--- src/rtl/operand_fifo_pkg.sv ---
// Shared constants, pointer-width helper and error tags for operand_fifo.
package operand_fifo_pkg;
    localparam int DEF_DATA_W = 8;
    localparam int DEF_DEPTH  = 4;

    typedef enum logic [1:0] {ERR_NONE, ERR_OVF, ERR_UDF} fifo_err_t;

    function automatic int ptr_w(input int depth);
        return $clog2(depth) + 1;
    endfunction
endpackage

--- src/rtl/operand_fifo_mem.sv ---
// Operand storage: one synchronous write port, one asynchronous read port, no reset.
module operand_fifo_mem
    import operand_fifo_pkg::*;
#(
    parameter int DATA_W = DEF_DATA_W,
    parameter int DEPTH  = DEF_DEPTH,
    localparam int AW    = ptr_w(DEPTH) - 1
) (
    input  logic              clk,
    input  logic              we,
    input  logic [AW-1:0]     waddr,
    input  logic [DATA_W-1:0] wdata,
    input  logic [AW-1:0]     raddr,
    output logic [DATA_W-1:0] rdata
);
    logic [DATA_W-1:0] mem [DEPTH];

    always_ff @(posedge clk) begin
        if (we) mem[waddr] <= wdata;
    end

    assign rdata = mem[raddr];
endmodule

--- src/rtl/operand_fifo.sv ---
// Synchronous operand FIFO with fill count, thresholds, sticky errors and flush.
// Define OPERAND_FIFO_FWFT_EN for first-word-fall-through reads.
module operand_fifo
    import operand_fifo_pkg::*;
#(
    parameter int DATA_W = DEF_DATA_W,
    parameter int DEPTH  = DEF_DEPTH,
    parameter int AF_LVL = DEPTH - 1,
    parameter int AE_LVL = 1,
    localparam int PW    = ptr_w(DEPTH),
    localparam int AW    = PW - 1
) (
    input  logic              clk,
    input  logic              rst,
    input  logic              clr_i,
    input  logic              push_i,
    input  logic [DATA_W-1:0] push_data_i,
    input  logic              pop_i,
    output logic [DATA_W-1:0] pop_data_o,
    output logic              pop_valid_o,
    output logic              full_o,
    output logic              empty_o,
    output logic              almost_full_o,
    output logic              almost_empty_o,
    output logic [PW-1:0]     count_o,
    output logic              overflow_o,
    output logic              underflow_o
);
    logic [PW-1:0]     wr_ptr, rd_ptr;
    logic [DATA_W-1:0] rdata;
    logic              push_acc, pop_acc;

    // Status is decoded from registered pointers only; the wrap bit disambiguates full/empty.
    assign count_o        = wr_ptr - rd_ptr;
    assign full_o         = (count_o == PW'(DEPTH));
    assign empty_o        = (count_o == '0);
    assign almost_full_o  = (count_o >= PW'(AF_LVL));
    assign almost_empty_o = (count_o <= PW'(AE_LVL));

    assign push_acc = push_i && !full_o && !clr_i;
    assign pop_acc  = pop_i && !empty_o && !clr_i;

    operand_fifo_mem #(.DATA_W(DATA_W), .DEPTH(DEPTH)) u_mem (
        .clk   (clk),
        .we    (push_acc),
        .waddr (wr_ptr[AW-1:0]),
        .wdata (push_data_i),
        .raddr (rd_ptr[AW-1:0]),
        .rdata (rdata)
    );

    always_ff @(posedge clk or posedge rst) begin
        if (rst) begin
            wr_ptr      <= '0;
            rd_ptr      <= '0;
            overflow_o  <= 1'b0;
            underflow_o <= 1'b0;
        end else if (clr_i) begin
            wr_ptr      <= '0;
            rd_ptr      <= '0;
            overflow_o  <= 1'b0;
            underflow_o <= 1'b0;
        end else begin
            if (push_acc) wr_ptr <= wr_ptr + 1'b1;
            if (pop_acc)  rd_ptr <= rd_ptr + 1'b1;
            if (push_i && full_o) overflow_o  <= 1'b1;
            if (pop_i && empty_o) underflow_o <= 1'b1;
        end
    end

`ifdef OPERAND_FIFO_FWFT_EN
    assign pop_valid_o = !empty_o;
    assign pop_data_o  = empty_o ? '0 : rdata;
`else
    // A full FIFO drops the write, so the head read never races a write to the same slot.
    always_ff @(posedge clk or posedge rst) begin
        if (rst) begin
            pop_data_o  <= '0;
            pop_valid_o <= 1'b0;
        end else if (clr_i) begin
            pop_valid_o <= 1'b0;
        end else begin
            pop_valid_o <= pop_acc;
            if (pop_acc) pop_data_o <= rdata;
        end
    end
`endif
endmodule

--- config.mk ---
export PLATFORM = sky130hd
export DESIGN_NAME = operand_fifo
export DESIGN_NICKNAME = d
export VERILOG_FILES = /design/src/rtl/operand_fifo_pkg.sv /design/src/rtl/operand_fifo_mem.sv /design/src/rtl/operand_fifo.sv
export SDC_FILE = /design/constraint.sdc
export NUM_CORES = 1
export LEC_CHECK = 0
export ABC_AREA = 1
export ABC_CLOCK_PERIOD_IN_PS = 3000
export BUFFER_PORTS_ARGS = -buffer_cell sky130_fd_sc_hd__buf_2
export CORE_MARGIN = 5
export CORE_UTILIZATION = 45
export CTS_BUF_LIST = sky130_fd_sc_hd__clkbuf_8
export DETAILED_ROUTE_END_ITERATION = 10
export GPL_ROUTABILITY_DRIVEN = 0
export SETUP_SLACK_MARGIN = 0.5
export SLEW_MARGIN = 10
export SYNTH_ARGS = -nofsm -noshare
export SYNTH_HDL_FRONTEND = slang
export SYNTH_HIERARCHICAL = 1
export SYNTH_SLANG_ARGS = --single-unit
--- constraint.sdc ---
create_clock -name clk -period 3 [get_ports clk]
set_input_delay 0.3 -clock clk [delete_from_list [all_inputs] [get_ports clk]]
set_output_delay 0.3 -clock clk [all_outputs]
set_load 0.05 [all_outputs]
==> impl_results.md <==
- Clk pin slew, worst setup/hold paths: 0.09 ns
- Syn Area/Cell: 9.64 µm²
- H-Tree Level Count: 2
- Maximum VDD drop: 0.000533 V
- GRT overflow: 0
- Crit-path leading delay family: adder cells
- Core Footprint: 0.00507 mm²
- Crit start category: flop
- ANT nets after route: 0
- Sw frac: 49.7%
- Power share of the combinational group: 54.5%
- Share of the clock period used by the worst path: 79.7%
- Skew final: 0.00964 ns
- Boundary pin count: 31
- Row cnt: 26
- Die height: 81.9 µm
- Clk pwr share: 12.6%
- Yosys reg bits: 49
- Vias/cell: 4.69
- Critical Path RT: 3.02 ns
- Slew headroom: 57.1%
- Status: finished clean
- HP Class: primary input to asynchronous set/reset pin
- Crit. End Element: flop
- Tot GR Track Use: 15.6%
- Port bufs: 30
- Signal arrival time at the worst endpoint: 2.41 ns
- CTS Hold Buffers Added: 0
- Int Pwr: 1390 µW
- Mapped cell area: 0.00232 mm²
- Area share of the largest cell type after synthesis: 41.4%
- PD cells: 999 mW/mm²
- DP HPWL: 3470 µm
- Worst Hold Slack: 0.0723 ns
- Num CTS Buffers: 5
- Asr flop ratio synth: 34.7%
- Cell mode on critical path: inv_2
- Share of cells above drive strength 1: 23.1%
- Number of max-cap violations: 0
- Max-slew violations: 0
- Sequential power share: 32.9%
- Synthesized Nets: 258
- Initial Utilization: 45.8%
- CP max FO: 7
- Routed Wire Length: 4700 µm
- First-pass GRT wire length: 7440 µm
- Largest net degree at the start of global routing: 22
- Wire length per cell: 13.6 µm
- Slew @ Worst Pin: 0.642 ns
- Clock Latency Late Sink: 0.30 ns
- Final Hold Vio Count: 0
- Remaining DRCs: 0
- Syn-to-layout area delta: 19.1%
- Vias in the first global route: 1,507
- Net Switching: 1380 µW
- CTS root buffer: clkbuf_8
- Cell Area, Placed: 0.00257 mm²
- # setup viols final: 0
- Unrepaired setup endpoints after global routing: no
- Synth area leader: edfxtp_1
- Nets: 294
- Total inserted antenna cells: 0
- Via count: 1,628
- CP max stage delay: 0.59 ns
- Cells along the critical path: inv_2 > ha_4 > inv_2 > fa_2 > nor2_8 > nand3_4 > nand2_4 > nor2_2 > inv_2 > nor3_4 > buf_12
- Total number of yosys warnings: 6
- CP max stage cell: fa_2
- Die area: 0.00670 mm²
- Most common cell in the synthesized netlist: nand2_1
- Leakage power: 0.00137 µW
- Critical path type: flop to flop
- Main synth FF type: edfxtp_1
- Drt initial violations: 89
- Sequential element share of the synthesized area: 59.7%
- Fmax: 418 MHz
- Leading post-synthesis cells by cell area: edfxtp_1 (41%), dfrtp_1 (18%), nand2_1 (11%)
- Synth cell types: 20
- CP Buf/Inv Count: 4
- Synth Instances: 241
- Die Wd: 81.9 µm
- Min Clock Period, post-route: 2.39 ns
- CTS sink cnt: 49
- CTS Buffer Depth: 2
- Total Neg Setup Slack: 0 ns
- Final instance area: 0.00277 mm²
- Drt pass-1 iters: 4
- Antenna violations before repair: 0
- Top cells by count, synth: nand2_1 (69), inv_1 (54), edfxtp_1 (32)
- CTS tree: done
- Post-synth EDFFs: 32
[final timing paths]
path / startpoint / to / slack (ns) / depth (start not counted)
max: wr_ptr[0] / u_mem/mem[2][2] / 0.61 / 11
min: rst / underflow_o / 0.07 / 2
max reg2reg: wr_ptr[0] / u_mem/mem[2][2] / 0.61 / 11
min reg2reg: pop_data_o[6] / pop_data_o[6] / 0.47 / 2
max in group asynchronous: rst / rd_ptr[1] / 2.47 / 2
min in group clk: clr_i / overflow_o / 0.21 / 2
[sequential cells by signal (all words and copies together), names as in the netlist]
signal,count
overflow_o,1
pop_valid_o,1
wr_ptr,3
pop_data_o,8
underflow_o,1
rd_ptr,3
u_mem/mem,32
[metal layers]
metal / part of all wire [%] / global-route usage, % / vias to the layer above
li1: - / - / 835
met3: 5.0 / 4.17 / 5
met5: 0 / 0 / -
met4: 1.4 / 4.98 / 0
met2: 52 / 27.0 / 35
met1: 42 / 18.7 / 753
[metrics by stage]
step | setup WS (ns) | utilization, % | power (µW) | cells
3_3_place_gp | 0.534 | 50.7 | 2370 | 334
4_1_cts | 0.507 | 53.3 | 2770 | 343
2_1_floorplan | 0.485 | - | 2120 | 241
5_1_grt | 0.492 | 54.5 | 2960 | 347
6_report | 0.609 | 54.5 | 2770 | 347
3_5_place_dp | 0.493 | 50.7 | 2370 | 334
[power by group through the flow]
stage               logic [µW]  clock network [µW]  registers (µW)
floorplan                  981                   0            1140
global placement          1440                   0             928
detailed placement        1450                   0             928
CTS                       1490                 363             915
global route              1650                 395             923
finish                    1510                 350             910
[cells in the final DEF, fill, tap and decap left out, types with 4 or more instances in the layout]
cell,n
nand3_1,24
dfrtp_1,15
edfxtp_1,32
buf_2,28
inv_1,52
clkbuf_8,5
buf_4,5
buf_12,4
nor3_4,4
nand2_1,68
nand4_1,15
[worst reg2reg max path, delay by kind of cell, from the launching register on]
| kind | cells | cell delay, ns |
|---|---|---|
| simple gates | 5 | 0.56 |
| buf+inv | 4 | 0.38 |
| fa+ha+maj | 2 | 0.72 |
| flops | 1 | 0.45 |
[final cells by class]
type                    instances  area, µm²
clock buffers                   5       68.8
clock inverters                 2       7.51
fillers                       484       2310
inverters                      55        209
multi-input cells             129        748
flip-flops and latches         49       1390
well taps                      70       87.6
repair buffers                 37        258
[kinds of logic after synthesis]
logic type	synth area share, %
AOI/OAI and AO/OA	0.646
xor gates and xnor gates	0.754
and+or+nand+nor	24.3
DFF	59.7
adders and majority gates	2.48
buffers and inverters	12.2
[repair_timing]
| action | CTS | global route |
|---|---|---|
| setup buffers | 2 | 4 |
| pin swaps | 3 | 4 |
| setup endpoints to repair | 26 | 37 |
| gates resized for setup | 3 | 3 |
Note: power is estimated with default switching activity, not from simulation.
